`src/rtl/serial_pattern_feeder.sv`:
```
// Serializes WIDTH-bit words accepted over valid/ready into a single idle-high bit line,
// with a per-bit valid strobe, an end-of-word pulse and an optional idle gap between words.
module serial_pattern_feeder #(
  parameter int WIDTH      = 8,
  parameter int MSB_FIRST  = 1,
  parameter int GAP_CYCLES = 1
) (
  input  logic             clk,
  input  logic             reset,
  input  logic [WIDTH-1:0] data_in,
  input  logic             data_valid,
  output logic             data_ready,
  output logic             serial_out,
  output logic             serial_valid,
  output logic             word_done,
  output logic             busy
);

  localparam int CW = $clog2(WIDTH);
  localparam logic [CW-1:0] LAST_BIT = CW'(WIDTH - 1);
  localparam logic [7:0]    LAST_GAP = 8'(GAP_CYCLES - 1);

  typedef enum logic [1:0] {
    IDLE,
    SHIFT,
    GAP
  } state_t;

  state_t           state;
  logic             armed;
  logic [WIDTH-1:0] sreg;
  logic [CW-1:0]    bit_cnt;
  logic [7:0]       gap_cnt;

  function automatic logic head_bit(input logic [WIDTH-1:0] w);
    return (MSB_FIRST != 0) ? w[WIDTH-1] : w[0];
  endfunction

  function automatic logic [WIDTH-1:0] advance(input logic [WIDTH-1:0] w);
    return (MSB_FIRST != 0) ? {w[WIDTH-2:0], 1'b0} : {1'b0, w[WIDTH-1:1]};
  endfunction

  // armed keeps data_ready low until the first edge after reset releases
  assign data_ready = armed && (state == IDLE);

  always_ff @(posedge clk or posedge reset) begin
    if (reset) begin
      state        <= IDLE;
      armed        <= 1'b0;
      sreg         <= '0;
      bit_cnt      <= '0;
      gap_cnt      <= '0;
      serial_out   <= 1'b1;
      serial_valid <= 1'b0;
      word_done    <= 1'b0;
      busy         <= 1'b0;
    end else begin
      armed     <= 1'b1;
      word_done <= 1'b0;
      case (state)
        IDLE: begin
          if (data_valid && armed) begin
            sreg         <= advance(data_in);
            serial_out   <= head_bit(data_in);
            serial_valid <= 1'b1;
            busy         <= 1'b1;
            bit_cnt      <= '0;
            state        <= SHIFT;
          end
        end
        SHIFT: begin
          if (bit_cnt == LAST_BIT) begin
            serial_out   <= 1'b1;
            serial_valid <= 1'b0;
            gap_cnt      <= '0;
            if (GAP_CYCLES > 0) begin
              state <= GAP;
            end else begin
              state <= IDLE;
              busy  <= 1'b0;
            end
          end else begin
            bit_cnt    <= bit_cnt + CW'(1);
            serial_out <= head_bit(sreg);
            sreg       <= advance(sreg);
            word_done  <= ((bit_cnt + CW'(1)) == LAST_BIT);
          end
        end
        GAP: begin
          if (gap_cnt == LAST_GAP) begin
            state <= IDLE;
            busy  <= 1'b0;
          end else begin
            gap_cnt <= gap_cnt + 8'd1;
          end
        end
        default: begin
          state        <= IDLE;
          busy         <= 1'b0;
          serial_out   <= 1'b1;
          serial_valid <= 1'b0;
        end
      endcase
    end
  end

endmodule

```
`config.mk`:
```
export PLATFORM = sky130hd
export DESIGN_NAME = serial_pattern_feeder
export DESIGN_NICKNAME = d
export VERILOG_FILES = /design/src/rtl/serial_pattern_feeder.sv
export SDC_FILE = /design/constraint.sdc
export NUM_CORES = 1
export LEC_CHECK = 0
export ABC_CLOCK_PERIOD_IN_PS = 4500
export BUFFER_PORTS_ARGS = -buffer_cell sky130_fd_sc_hd__buf_4
export CAP_MARGIN = 20
export CORE_ASPECT_RATIO = 1.25
export CORE_MARGIN = 8
export CORE_UTILIZATION = 60
export CTS_CLUSTER_SIZE = 30
export DETAILED_ROUTE_END_ITERATION = 16
export GPL_ROUTABILITY_DRIVEN = 0
export GPL_TIMING_DRIVEN = 0
export PLACE_DENSITY = 0.8
export SLEW_MARGIN = 20
export SYNTH_ARGS = -nofsm -noshare
export SYNTH_HDL_FRONTEND = slang
export SYNTH_SLANG_ARGS = --single-unit
export TNS_END_PERCENT = 1
```
`constraint.sdc`:
```
create_clock -name clk -period 4.5 [get_ports clk]
set_input_delay 0.9 -clock clk [delete_from_list [all_inputs] [get_ports clk]]
set_output_delay 0.9 -clock clk [all_outputs]
set_load 0.005 [all_outputs]
```
# Yosys cells after proc, flatten, opt, wreduce, memory -nomap -nowiden
# Index checks and enable logic that the tools add are counted.
# totals
word_cells	57
regBits	26
# classes
addsub	2
n_mux	23
bitwise_logic	2
n_eq_ne	9
reduce_logical	12
# ops
op	n
$mux 8	4
$pmux 8 s2	2
$reduce_and 3->1	5
$pmux 1 s3	3
$add 8x1->8 const B	1
$logic_not 8->1	1
$ne 2x2->1 const B	4
$mux 1	7
$eq 3x3->1 const B	2
$mux 2	3
$mux 3	2
$pmux 2 s3	1
$pmux 3 s2	1
$reduce_bool 2->1	2
$add 3x1->3 const B	1
$eq 2x1->1 const B	1
$eq 2x2->1 const B	1
$logic_and 1x1->1	2
$logic_not 2->1	1
$ne 2x1->1 const B	1
$not 1->1	2
$reduce_and 2->1	1

# Logic depth before layout (Yosys ltp)
# depth
depth_word	4
depth_mapped	7

# Worst setup path after synthesis
# OpenSTA, ideal clock, no wires.
# synth_timing
kind	reg2reg
from	register gap_cnt[0]
to	register gap_cnt[1]
setup_slack_ns	2.512
setup_ns	0.123
n_path_buf	0
arrival_time_ns	1.866
required_time_ns	4.377
stages_incl_launch_ff	8
period_less_slack_ns	1.988
cell_sequence	dfrtp_1 inv_1 ha_1 or4b_4 o41ai_4 a21boi_4 inv_2 mux2i_1
# synth_between
elab_chain_cells	3
elab_cells_between_ends	6
# synth_lines
item	line	text
from (decl)	33	logic [7:0] gap_cnt;
from (signal assigned)	94	gap_cnt <= gap_cnt + 8'd1;
$add 8x1->8 / $logic_not 8->1 (equally long branches)	94, 90	
$mux 8 / $ne 2x2->1 (equally long branches)	n/a	
$pmux 8 s2 / $reduce_and 3->1 (equally long branches)	n/a	
# Parallel ways exist; a longest one is shown, timed or not. The select of a mux whose other input is x is not followed.
# A chain may end at the register's enable or synchronous reset.

# Worst setup path after layout
# Ends and elaborated chain as after synthesis.

==> results.sh <==
export IMPL_hpwl_um=1745
export IMPL_pwr_share_seq=0.479
export IMPL_syn_instance_count=130
export IMPL_syn_area_per_cell_um2=9.692
export IMPL_num_rows=18
export IMPL_drv_slew=0
export IMPL_drive_gt1_frac=0.1611
export IMPL_clk_latency_ns=0.31
export IMPL_syn_area_mm2=0.001260
export IMPL_h_tree_depth=1
export IMPL_core_mm2=0.001982
export IMPL_cp_required_ns=4.71
export IMPL_synthTopCellsByArea="dfrtp_1 48%, nand2_1 5.4%, ha_1 5.0%"
export IMPL_rsz0062_at_grt="no"
export IMPL_cp_num_buf_inv=2
export IMPL_wl_per_cell_um=14.00
export IMPL_swShare=0.3618
export IMPL_dpl_worst_slack_ns=2.203
export IMPL_pwr_density_cell_mw_per_mm2=482.5
export IMPL_layout_commonest_cell="dfrtp_1"
export IMPL_grt_antenna_before_repair=0
export IMPL_synth_seq_area_share=0.4975
export IMPL_grt_pass1_vias=1009
export IMPL_cts_buffers_inserted=3
export IMPL_max_vdd_ir_drop_uv=369.3
export IMPL_initial_core_util=0.6357
export IMPL_cts_root_buffer="clkbuf_4"
export IMPL_ys_warn_count=0
export IMPL_drt_wl_total_um=2366
export IMPL_slew_headroom=0.3987
export IMPL_final_cell_mix="24 x dfrtp_1, 18 x nand2_1, 15 x buf_4"
export IMPL_min_period_ns=2.231
export IMPL_tightestPinTransition_ns=0.9009
export IMPL_ctsLongestPathBuffers=2
export IMPL_holdCritPathClass="flip-flop to flip-flop"
export IMPL_cp_max_fo=8
export IMPL_cts_sink_count=25
export IMPL_io_buffer_count=15
export IMPL_postLayoutCoreUtil=0.7184
export IMPL_path_cells="inv_1 -> ha_1 -> or4b_4 -> o41ai_4 -> a21boi_4 -> inv_2 -> mux2i_1"
export IMPL_hold_ws_ns=0.5085
export IMPL_arrival_ns=2.44
export IMPL_comb_power_share=0.384
export IMPL_fin_crit_sh=0.4958
export IMPL_antennaDiodeCount=0
export IMPL_fin_ws_ns=2.269
export IMPL_p_sw_w=0.0002486
export IMPL_postCtsHoldBufs=0
export IMPL_pin_count=16
export IMPL_hold_viol=0
export IMPL_cpPeakStageDelay_ns=0.46
export IMPL_ant_nets=0
export IMPL_setup_tns_ns=0
export IMPL_cap_violations=0
export IMPL_grt_max_degree=26
export IMPL_grt_overflow=0
export IMPL_synth_seq_cells=25
export IMPL_cts_setup_buffers=0
export IMPL_grt_first_pass_wirelength_um=4264
export IMPL_maxClockFrequency_mhz=448.2
export IMPL_first_iter_violations=37
export IMPL_grt_use_met2=0.2554
export IMPL_p_int_w=0.0004385
export IMPL_route_detailed_drc=0
export IMPL_critPathCaptureType="flip-flop"
export IMPL_grt_usage=0.1360
export IMPL_fp_dieW_um=56.99
export IMPL_critical_path_class="flip-flop to flip-flop"
export IMPL_clk_pin_slew_ns=0.12
export IMPL_firstDrtPassIters=4
export IMPL_cpLargestDelayFamily="compound AO/OA/AOI/OAI gates"
export IMPL_synthArstFlopShare=1.000
export IMPL_p_leak_nw=0.7424
export IMPL_outcome="completed"
export IMPL_syn_nets=146
export IMPL_pwr_share_clk=0.137
export IMPL_dieArea_mm2=0.003831
export IMPL_skew_ns=0.003360
export IMPL_synth_top_cell_by_area="dfrtp_1"
export IMPL_final_net_count=166
export IMPL_ys_types=35
export IMPL_synth_top_flop_cell="dfrtp_1"
export IMPL_global_route_usage_met3=0.02064
export IMPL_syn2layout_area_growth_pct=13.01
export IMPL_power_w=0.0006871
export IMPL_cts_resized=0
export IMPL_num_vias=982
export IMPL_use_met1=0.1420
export IMPL_synth_edf_count=0
export IMPL_start_kind="flip-flop"
export IMPL_busiest_layer="met2"
export IMPL_synth_top_area_share=0.4767
export IMPL_cp_slowest_cell="or4b_4"
export IMPL_fp_dieH_um=67.24
export IMPL_cts_tree="yes"
export IMPL_finalSetupViolations=0
export IMPL_avgViaCountPerCell=5.811
==> power groups by stage <==
stage / clock (W) / combinational (W) / sequential (W)
after floorplan: 0 / 0.000187 / 0.000327
after detailed placement: 0 / 0.000267 / 0.000333
after global routing: 0.000107 / 0.000305 / 0.000337
after global placement: 0 / 0.000255 / 0.000331
after CTS: 0.0000972 / 0.000268 / 0.000329
final: 0.0000941 / 0.000264 / 0.000329
==> layer usage <==
metal / vias to the layer above / share of wire
li1: 486 / -
met1: 476 / 0.40
met2: 16 / 0.57
met3: 4 / 0.021
met4: 0 / 0.014
met5: - / 0
==> cell type report <==
| type | count | area (um^2) |
|---|---|---|
| plain buffers | 4 | 15.01 |
| flip-flops and latches | 25 | 626.9 |
| repair buffers | 15 | 112.6 |
| clock buffers | 4 | 26.28 |
| well taps | 20 | 25.02 |
| fillers | 165 | 558.0 |
| inverters | 12 | 45.04 |
| multi-input cells | 89 | 573.1 |
==> kinds of logic after synthesis <==
family	after synthesis	share of synthesized area
buf+inv	16	0.04766
simple gates	48	0.1877
mux	3	0.02383
flops	25	0.4975
fa+ha+maj	5	0.04965
xor+xnor	1	0.006953
other cells	1	0.002976
compound gates	31	0.1837
==> synthesized netlist by cell type (2+ instances only) <==
cell,instances
nand2_1,18
a21o_1,5
o22ai_1,3
a31oi_1,6
ha_1,5
dfrtp_1,24
clkbuf_1,4
and3_1,2
nand3_1,3
mux2i_1,3
nand2b_1,5
nor2b_1,2
inv_1,11
o21ai_0,3
a21oi_1,7
nor2_1,10
==> worst reg2reg max path: cells and delay by family, from the launching register on <==
kind / cells / cell delay (ns)
AOI/OAI and AO/OA: 2 / 0.83
adders and majority gates: 1 / 0.12
buffers and inverters: 2 / 0.16
DFF: 1 / 0.44
muxes: 1 / 0.12
and+or+nand+nor: 1 / 0.46
==> flip-flops by register name, summed over array words and instances (netlist names) <==
name	cells
gap_cnt	8
sreg	7
bit_cnt	3
state	2
armed	1
busy	1
serial_out	1
serial_valid	1
word_done	1
==> through the flow <==
step	cells	area (um^2)
2_1_floorplan	130	1260
3_3_place_gp	165	1398
3_5_place_dp	165	1398
4_1_cts	169	1424
5_1_grt	169	1424
6_report	169	1424
==> final timing paths <==
path / start / end / depth (start not counted) / slack [ns]
max: gap_cnt[0]$_DFFE_PP0P_ / gap_cnt[1]$_DFFE_PP0P_ / 7 / 2.27
min: serial_out$_DFFE_PP1P_ / serial_out$_DFFE_PP1P_ / 2 / 0.51
max reg2reg: gap_cnt[0]$_DFFE_PP0P_ / gap_cnt[1]$_DFFE_PP0P_ / 7 / 2.27
min reg2reg: serial_out$_DFFE_PP1P_ / serial_out$_DFFE_PP1P_ / 2 / 0.51
max in group asynchronous: reset / sreg[5]$_DFFE_PP0P_ / 2 / 3.18
min in group asynchronous: reset / sreg[3]$_DFFE_PP0P_ / 2 / 0.78
Note: power is estimated with default switching activity, not from simulation.
